$ cat src/rtl/alu_control_pkg.sv
// Shared constants for the multicycle ALU control: ALU op codes, funct codes,
// ALU_op classes and the multiply/divide sequencer state type.
package alu_control_pkg;

  localparam logic [3:0] OP_AND = 4'b0000;
  localparam logic [3:0] OP_OR  = 4'b0001;
  localparam logic [3:0] OP_ADD = 4'b0010;
  localparam logic [3:0] OP_SUB = 4'b0110;
  localparam logic [3:0] OP_SLT = 4'b0111;
  localparam logic [3:0] OP_NOR = 4'b1100;

  localparam logic [5:0] F_ADD   = 6'b100000;
  localparam logic [5:0] F_SUB   = 6'b100010;
  localparam logic [5:0] F_AND   = 6'b100100;
  localparam logic [5:0] F_OR    = 6'b100101;
  localparam logic [5:0] F_NOR   = 6'b100111;
  localparam logic [5:0] F_SLT   = 6'b101010;
  localparam logic [5:0] F_MULT  = 6'b011000;
  localparam logic [5:0] F_MULTU = 6'b011001;
  localparam logic [5:0] F_DIV   = 6'b011010;
  localparam logic [5:0] F_DIVU  = 6'b011011;
  localparam logic [5:0] F_MFHI  = 6'b010000;
  localparam logic [5:0] F_MFLO  = 6'b010010;

  localparam logic [1:0] AOP_ADD   = 2'b00;
  localparam logic [1:0] AOP_SUB   = 2'b01;
  localparam logic [1:0] AOP_FUNCT = 2'b10;
  localparam logic [1:0] AOP_OR    = 2'b11;

  typedef enum logic [1:0] {IDLE, MUL, DIV, DONE} md_state_t;

  // Instructions that touch HI/LO and therefore must wait for the sequencer.
  function automatic logic is_muldiv_funct(input logic [5:0] f);
    return (f == F_MULT) || (f == F_MULTU) || (f == F_DIV) || (f == F_DIVU) ||
           (f == F_MFHI) || (f == F_MFLO);
  endfunction

endpackage

$ cat src/rtl/alu_control_muldiv_if.sv
// Bundle between the main control / register file and the ALU control block.
// master = control side, slave = alu_control_muldiv.
interface alu_control_muldiv_if #(parameter int WIDTH = 32);
  import alu_control_pkg::*;

  // Handshake: in_valid qualifies ALU_op/instruction/rs_val/rt_val for the
  // current cycle. A mult/div request is taken on the rising edge only while
  // the sequencer is IDLE; while stall=1 the control side must hold the same
  // request stable. done pulses for one cycle when HI/LO hold the new result.
  logic             in_valid;
  logic [1:0]       ALU_op;
  logic [5:0]       instruction;
  logic [WIDTH-1:0] rs_val;
  logic [WIDTH-1:0] rt_val;
  logic [3:0]       op;
  logic             illegal;
  logic             busy;
  logic             stall;
  logic             done;
  logic [WIDTH-1:0] hi;
  logic [WIDTH-1:0] lo;
  md_state_t        state;

  modport master (
    output in_valid, ALU_op, instruction, rs_val, rt_val,
    input  op, illegal, busy, stall, done, hi, lo, state
  );

  modport slave (
    input  in_valid, ALU_op, instruction, rs_val, rt_val,
    output op, illegal, busy, stall, done, hi, lo, state
  );

endinterface

$ cat src/rtl/alu_control_muldiv_muldiv_seq.sv
// Iterative one-bit-per-cycle multiply/divide sequencer with HI/LO registers.
// MULDIV_SIGNED_EN adds magnitude/sign handling for MULT and DIV.
module muldiv_seq
  import alu_control_pkg::*;
#(
  parameter int WIDTH = 32,
  parameter int CNT_W = $clog2(WIDTH) + 1
) (
  input  logic             clk,
  input  logic             reset,
  input  logic             start_mul,
  input  logic             start_div,
`ifdef MULDIV_SIGNED_EN
  input  logic             start_signed,
`endif
  input  logic [WIDTH-1:0] rs_val,
  input  logic [WIDTH-1:0] rt_val,
  output logic             busy,
  output logic             done,
  output logic [WIDTH-1:0] hi,
  output logic [WIDTH-1:0] lo,
  output md_state_t        state
);

  localparam logic [CNT_W-1:0] CNT_INIT = CNT_W'(WIDTH);
  localparam logic [CNT_W-1:0] CNT_ONE  = CNT_W'(1);

  md_state_t        next_state;
  logic [CNT_W-1:0] cnt;
  logic [WIDTH-1:0] acc_hi;
  logic [WIDTH-1:0] acc_lo;
  logic [WIDTH-1:0] opnd_b;
  logic [WIDTH-1:0] load_a;
  logic [WIDTH-1:0] load_b;
  logic             last_iter;

  logic [WIDTH:0]   mul_sum;
  logic [WIDTH:0]   div_shift;
  logic [WIDTH-1:0] div_sub;
  logic             div_ok;
  logic [WIDTH-1:0] nxt_hi;
  logic [WIDTH-1:0] nxt_lo;
  logic [WIDTH-1:0] res_hi;
  logic [WIDTH-1:0] res_lo;

`ifdef MULDIV_SIGNED_EN
  logic             rs_neg;
  logic             rt_neg;
  logic             rt_zero;
  logic             neg_lo;
  logic             neg_hi;

  // Divide by zero keeps the raw dividend so the unsigned datapath yields
  // lo = all ones, hi = dividend with no sign fix-up.
  always_comb begin
    rs_neg  = start_signed & rs_val[WIDTH-1];
    rt_neg  = start_signed & rt_val[WIDTH-1];
    rt_zero = (rt_val == '0);
    load_a  = (rs_neg && !(start_div && rt_zero)) ? -rs_val : rs_val;
    load_b  = rt_neg ? -rt_val : rt_val;
  end
`else
  assign load_a = rs_val;
  assign load_b = rt_val;
`endif

  always_ff @(posedge clk) begin
    if (reset) state <= IDLE;
    else       state <= next_state;
  end

  always_comb begin
    next_state = state;
    busy       = 1'b0;
    done       = 1'b0;
    case (state)
      IDLE: begin
        if (start_mul)      next_state = MUL;
        else if (start_div) next_state = DIV;
      end
      MUL, DIV: begin
        busy = 1'b1;
        if (last_iter) next_state = DONE;
      end
      DONE: begin
        done       = 1'b1;
        next_state = IDLE;
      end
      default: next_state = IDLE;
    endcase
  end

  assign last_iter = (cnt == CNT_ONE);

  // Multiply: {acc_hi, acc_lo} shifts right, multiplier consumed from acc_lo[0].
  // Divide: {acc_hi, acc_lo} shifts left, remainder in acc_hi, quotient into acc_lo.
  always_comb begin
    mul_sum   = {1'b0, acc_hi} + (acc_lo[0] ? {1'b0, opnd_b} : '0);
    div_shift = {acc_hi, acc_lo[WIDTH-1]};
    div_ok    = (div_shift >= {1'b0, opnd_b});
    div_sub   = div_shift[WIDTH-1:0] - opnd_b;
    if (state == MUL) begin
      nxt_hi = mul_sum[WIDTH:1];
      nxt_lo = {mul_sum[0], acc_lo[WIDTH-1:1]};
    end else begin
      nxt_hi = div_ok ? div_sub : div_shift[WIDTH-1:0];
      nxt_lo = {acc_lo[WIDTH-2:0], div_ok};
    end
  end

  always_comb begin
    res_hi = nxt_hi;
    res_lo = nxt_lo;
`ifdef MULDIV_SIGNED_EN
    if (state == MUL) begin
      if (neg_lo) {res_hi, res_lo} = -{nxt_hi, nxt_lo};
    end else begin
      if (neg_lo) res_lo = -nxt_lo;
      if (neg_hi) res_hi = -nxt_hi;
    end
`endif
  end

  always_ff @(posedge clk) begin
    if (reset) begin
      cnt    <= '0;
      acc_hi <= '0;
      acc_lo <= '0;
      opnd_b <= '0;
      hi     <= '0;
      lo     <= '0;
`ifdef MULDIV_SIGNED_EN
      neg_lo <= 1'b0;
      neg_hi <= 1'b0;
`endif
    end else begin
      case (state)
        IDLE: begin
          if (start_mul || start_div) begin
            cnt    <= CNT_INIT;
            acc_hi <= '0;
            acc_lo <= load_a;
            opnd_b <= load_b;
`ifdef MULDIV_SIGNED_EN
            neg_lo <= (rs_neg ^ rt_neg) & ~(start_div & rt_zero);
            neg_hi <= rs_neg & start_div & ~rt_zero;
`endif
          end
        end
        MUL, DIV: begin
          acc_hi <= nxt_hi;
          acc_lo <= nxt_lo;
          cnt    <= cnt - CNT_ONE;
          if (last_iter) begin
            hi <= res_hi;
            lo <= res_lo;
          end
        end
        default: ;
      endcase
    end
  end

endmodule

$ cat src/rtl/alu_control_muldiv.sv
// ALU control for the multicycle MIPS core: combinational ALU_op/funct decode
// plus the HI/LO multiply/divide sequencer. Optional macro: MULDIV_SIGNED_EN.
module alu_control_muldiv
  import alu_control_pkg::*;
#(
  parameter int WIDTH = 32,
  parameter int CNT_W = $clog2(WIDTH) + 1
) (
  input  logic                 clk,
  input  logic                 reset,
  alu_control_muldiv_if.slave  bus
);

  logic       is_funct;
  logic       req_mul;
  logic       req_div;
  logic [3:0] op_d;
  logic       illegal_d;
  logic       seq_busy;
  logic       seq_done;
  md_state_t  seq_state;
  logic [WIDTH-1:0] seq_hi;
  logic [WIDTH-1:0] seq_lo;

  always_comb begin
    op_d      = OP_ADD;
    illegal_d = 1'b0;
    case (bus.ALU_op)
      AOP_ADD: op_d = OP_ADD;
      AOP_SUB: op_d = OP_SUB;
      AOP_OR:  op_d = OP_OR;
      default: begin
        case (bus.instruction)
          F_ADD:   op_d = OP_ADD;
          F_SUB:   op_d = OP_SUB;
          F_AND:   op_d = OP_AND;
          F_OR:    op_d = OP_OR;
          F_NOR:   op_d = OP_NOR;
          F_SLT:   op_d = OP_SLT;
          F_MULT, F_MULTU, F_DIV, F_DIVU, F_MFHI, F_MFLO: op_d = OP_ADD;
          default: illegal_d = 1'b1;
        endcase
      end
    endcase
  end

  assign is_funct = bus.in_valid && (bus.ALU_op == AOP_FUNCT);
  assign req_mul  = is_funct && ((bus.instruction == F_MULT) || (bus.instruction == F_MULTU));
  assign req_div  = is_funct && ((bus.instruction == F_DIV)  || (bus.instruction == F_DIVU));

  muldiv_seq #(
    .WIDTH (WIDTH),
    .CNT_W (CNT_W)
  ) u_seq (
    .clk          (clk),
    .reset        (reset),
    .start_mul    (req_mul),
    .start_div    (req_div),
`ifdef MULDIV_SIGNED_EN
    .start_signed ((bus.instruction == F_MULT) || (bus.instruction == F_DIV)),
`endif
    .rs_val       (bus.rs_val),
    .rt_val       (bus.rt_val),
    .busy         (seq_busy),
    .done         (seq_done),
    .hi           (seq_hi),
    .lo           (seq_lo),
    .state        (seq_state)
  );

  // HI/LO users hold only while iterating; DONE already has the result latched.
  assign bus.stall   = seq_busy && is_funct && is_muldiv_funct(bus.instruction);
  assign bus.op      = op_d;
  assign bus.illegal = illegal_d;
  assign bus.busy    = seq_busy;
  assign bus.done    = seq_done;
  assign bus.hi      = seq_hi;
  assign bus.lo      = seq_lo;
  assign bus.state   = seq_state;

endmodule

$ cat src/flat_wrapper.sv
// flat-port wrapper written by rule: the top's interface ports become plain ports
module alu_control_muldiv_flat import alu_control_pkg::*;
#(
  parameter int WIDTH = 32,
  parameter int CNT_W = $clog2(WIDTH) + 1
)
  (clk, reset, bus_in_valid, bus_ALU_op, bus_instruction, bus_rs_val, bus_rt_val, bus_op, bus_illegal, bus_busy, bus_stall, bus_done, bus_hi, bus_lo, bus_state);
  alu_control_muldiv_if #(.WIDTH(WIDTH)) bus_i ();
  input  logic clk;
  input  logic reset;
  input wire logic [$bits(bus_i.in_valid)-1:0] bus_in_valid;
  input wire logic [$bits(bus_i.ALU_op)-1:0] bus_ALU_op;
  input wire logic [$bits(bus_i.instruction)-1:0] bus_instruction;
  input wire logic [$bits(bus_i.rs_val)-1:0] bus_rs_val;
  input wire logic [$bits(bus_i.rt_val)-1:0] bus_rt_val;
  output wire logic [$bits(bus_i.op)-1:0] bus_op;
  output wire logic [$bits(bus_i.illegal)-1:0] bus_illegal;
  output wire logic [$bits(bus_i.busy)-1:0] bus_busy;
  output wire logic [$bits(bus_i.stall)-1:0] bus_stall;
  output wire logic [$bits(bus_i.done)-1:0] bus_done;
  output wire logic [$bits(bus_i.hi)-1:0] bus_hi;
  output wire logic [$bits(bus_i.lo)-1:0] bus_lo;
  output wire logic [$bits(bus_i.state)-1:0] bus_state;
  assign bus_i.in_valid = bus_in_valid;
  assign bus_i.ALU_op = bus_ALU_op;
  assign bus_i.instruction = bus_instruction;
  assign bus_i.rs_val = bus_rs_val;
  assign bus_i.rt_val = bus_rt_val;
  assign bus_op = bus_i.op;
  assign bus_illegal = bus_i.illegal;
  assign bus_busy = bus_i.busy;
  assign bus_stall = bus_i.stall;
  assign bus_done = bus_i.done;
  assign bus_hi = bus_i.hi;
  assign bus_lo = bus_i.lo;
  assign bus_state = bus_i.state;
  alu_control_muldiv #(.WIDTH(WIDTH), .CNT_W(CNT_W)) u_core (.clk(clk), .reset(reset), .bus(bus_i));
endmodule
$ cat config.mk
export PLATFORM = sky130hd
export DESIGN_NAME = alu_control_muldiv_flat
export DESIGN_NICKNAME = d
export VERILOG_FILES = /design/src/rtl/alu_control_pkg.sv /design/src/rtl/alu_control_muldiv_if.sv /design/src/rtl/alu_control_muldiv_muldiv_seq.sv /design/src/rtl/alu_control_muldiv.sv /design/src/flat_wrapper.sv
export SDC_FILE = /design/constraint.sdc
export NUM_CORES = 1
export LEC_CHECK = 0
export BUFFER_PORTS_ARGS = -buffer_cell sky130_fd_sc_hd__buf_2
export CAP_MARGIN = 20
export CORE_ASPECT_RATIO = 1.2
export CORE_UTILIZATION = 60
export CTS_CLUSTER_SIZE = 10
export DETAILED_ROUTE_END_ITERATION = 10
export PLACE_DENSITY = 0.83
export SLEW_MARGIN = 20
export SYNTH_ARGS = -nofsm -noshare
export SYNTH_HDL_FRONTEND = slang
export SYNTH_HIERARCHICAL = 1
export SYNTH_SLANG_ARGS = --single-unit
$ cat constraint.sdc
create_clock -name clk -period 7.19 [get_ports clk]
set_clock_uncertainty 0.15 [all_clocks]
set_input_delay 0.3595 -clock clk [delete_from_list [all_inputs] [get_ports clk]]
set_output_delay 0.3595 -clock clk [all_outputs]
set_load 0.05 [all_outputs]
==> results.tsv <==
metric	value	unit
required time of the critical path	7.40	ns
Ports	149	
Netlist Area Pre-Place	11100	µm²
placer congestion estimate	0.971	
r2r startpoint	u_core/u_seq/acc_lo[0]	
post-synthesis sequential area ratio	30.2	%
Critical Path Stages	12	
Ant. Diodes	0	
Hold Crit Class	input pin to register	
syn_area_per_cell	7.79	µm²
GRT Overall Usage	34.4	%
synthesis-stage register bit count	168	
Post-Synthesis Cells	1430	
RSZ-0062 raised after global routing	false	
max-slew violations	0	
Critical Path Fanout Max	18	
Setup TNS	0	ns
Sink Count	168	
CP peak stage delay	0.74	ns
cell depth of the worst flop-to-flop path	12	
EDFF count, synth	0	
Post-Syn Nets	1577	
initial antenna violation count	0	
R2R Path End	u_core/u_seq/hi[28]	
type of the worst setup path	register to register	
CP Buf/Inv Count	1	
GR peak layer	met2	
r2r setup slk	3.03	ns
largest net degree at the start of global routing	99	
pwr/cell area	332	nW/µm²
total of warnings raised by yosys	6	
clk_lat worst skew	0.44	ns
Starting DRT DRC Count	862	
Slew @ Worst Pin	1.05	ns
data arrival time of the critical path	4.37	ns
max-cap violations	0	
Clk Tree Root Cell	clkbuf_16	
port bufs	148	
Die ar.	19100	µm²
nets@finish	1676	
CP most frequent cell	a21oi_1	
CTS Buffer Depth	2	
Hold WS	0.00445	ns
Initial Utilization	61.3	%
Max-slew headroom	29.8	%
final wirelength	33200	µm
post_cts resized	0	
Hold Fails Final Rpt	0	
Routed wire per std cell	18.8	µm
worst vdd ir	294	µV
post-layout power	0.00420	W
Synth Flop Type	dfxtp_1	
grt met3 use	8.09	%
Top delay family on crit path	compound AO/OA/AOI/OAI gates	
P&R area growth vs syn	13.6	%
setup violators final	0	
Final min period	4.16	ns
Critical Path End Type	register	
Slowest-stage cell, CP	dfxtp_1	
area fraction of the dominant cell type after synthesis	30.2	%
Synth top cells by count	244 x nand2_1, 168 x dfxtp_1, 146 x a21oi_1	
largest area contributor in the netlist	dfxtp_1	
CP Launch Type	register	
end of the critical path	u_core/u_seq/hi[28]	
met2 usage in global routing	58.5	%
Fmax	240	MHz
TritonCTS clock tree	built	
drt drc	0	
met1 GRT Util	39.3	%
core area	18200	µm²
total CTS buffers	17	
vias per cell	6.32	
vias in the first global route	10539	
Die Wd	126	µm
via count	11163	
global route overflow	0	
Yosys cell types	88	
detailed placement HPWL	22900	µm
top cells by area, synth	dfxtp_1 30%, nand2_1 8.2%, ha_1 7.9%, a21oi_1 6.6%, mux2i_1 3.9%	
Routed Antenna Nets	0	
period utilisation layout	57.9	%
final worst setup slack	3.03	ns
first-pass GRT wire length	52000	µm
DP Worst Slack	3.11	ns
First-pass DRT Iterations	6	
number of cells after detailed placement	1725	
share of cells above drive strength 1	15.6	%
status	complete, no violations	
Post-Layout Cell Count	1766	
worst-path cell chain	buf_4 -> and2_1 -> ha_1 -> nand3_1 -> a21oi_1 -> o311ai_0 -> a21boi_0 -> a21oi_1 -> a211oi_1 -> mux2i_1 -> a211o_1 -> a211oi_2	
Die H	151	µm
count leader, synth	nand2_1	
Critical Path Source	u_core/u_seq/acc_lo[0]	
H-tree depth	4	
Post-synth ARST share	0	%
Core Rows	54	
Leak Pwr	5.30	nW
Clock transition at path regs	0.08	ns
-- stage by stage --
stage / util [%] / area [µm²]
floorplan: - / 11100
global placement: 65.6 / 11900
detailed placement: 65.6 / 11900
CTS: 69.4 / 12600
global route: 69.6 / 12600
finish: 69.6 / 12600
-- registers in the layout (all words and copies together), names as in the netlist --
signal,cells
u_core/u_seq/acc_hi,32
u_core/u_seq/state,2
u_core/u_seq/acc_lo,32
u_core/u_seq/opnd_b,32
u_core/u_seq/cnt,6
u_core/u_seq/lo,32
u_core/u_seq/hi,32
-- cell families (layout without fill, tap and decap cells) --
kind of cell | after synthesis | after routing | synth area share, %
simple gates | 514 | 514 | 21.6
compound gates | 434 | 434 | 25.8
flops | 168 | 168 | 30.2
buf+inv | 136 | 248 | 4.79
fa+ha+maj | 72 | 72 | 8.23
mux | 54 | 54 | 5.32
xor+xnor | 52 | 52 | 4.09
-- routing by layer --
layer,wire (µm),vias to the layer above
met2,15700,523
met5,0,-
met3,2620,143
met1,13100,5190
li1,-,5307
met4,1750,0
-- power by group --
| group | switching [W] | internal (W) | leakage, nW |
|---|---|---|---|
| clock network | 0.000451 | 0.000500 | 0.296 |
| registers | 0.0000994 | 0.00104 | 1.36 |
| logic | 0.00138 | 0.000735 | 3.65 |
-- what timing repair did --
action,4_1_cts,5_1_grt
endpoints found under the hold margin,8,0
hold buffers,8,0
buffers inserted,0,0
-- cell type report --
class                           instances  area (µm²)
Fill cell                            1508        5530
Inverter                               50         188
Tap cell                              224         280
Clock buffer                           17         425
Timing Repair Buffer                  166         918
Multi-Input combinational cell       1126        7290
Sequential cell                       168        3360
Clock inverter                         15         185
-- layout by cell type, fill, tap and decap left out, types with 16 or more instances in the layout --
| master | n |
|---|---|
| a211oi_1 | 44 |
| nand3_1 | 21 |
| a21o_1 | 26 |
| nand3b_1 | 17 |
| dfxtp_1 | 168 |
| and2_1 | 36 |
| buf_2 | 147 |
| nor2_1 | 90 |
| xnor2_1 | 31 |
| o211ai_1 | 37 |
| nor3_1 | 16 |
| ha_1 | 68 |
| a21oi_1 | 146 |
| mux2i_1 | 43 |
| nand2_1 | 244 |
| xor2_1 | 21 |
| o21ai_0 | 57 |
| inv_1 | 50 |
| clkbuf_16 | 17 |
-- worst register-to-register path, stage by stage, from the launching register on --
cell and delay (ns):
dfxtp_1 0.74, buf_4 0.37, and2_1 0.17, ha_1 0.18, nand3_1 0.13, a21oi_1 0.31, o311ai_0 0.25, a21boi_0 0.45
a21oi_1 0.26, a211oi_1 0.42, mux2i_1 0.15, a211o_1 0.28, a211oi_2 0.22
-- worst min-delay path by stage --
stage / from / to / slack (ns) / cells after the start
2_1_floorplan: u_core/u_seq/acc_lo[1] / u_core/u_seq/acc_lo[1] / 0.29 / 2
3_3_place_gp: u_core/u_seq/hi[5] / u_core/u_seq/hi[5] / 0.29 / 2
3_5_place_dp: u_core/u_seq/hi[3] / u_core/u_seq/hi[3] / 0.30 / 2
4_1_cts: bus_rt_val[11] / u_core/u_seq/opnd_b[11] / 0.00008 / 3
5_1_grt: bus_rt_val[13] / u_core/u_seq/opnd_b[13] / 0.01 / 3
6_report: bus_rt_val[13] / u_core/u_seq/opnd_b[13] / 0.004 / 3
No activity file was read; power rests on OpenSTA's default activity.
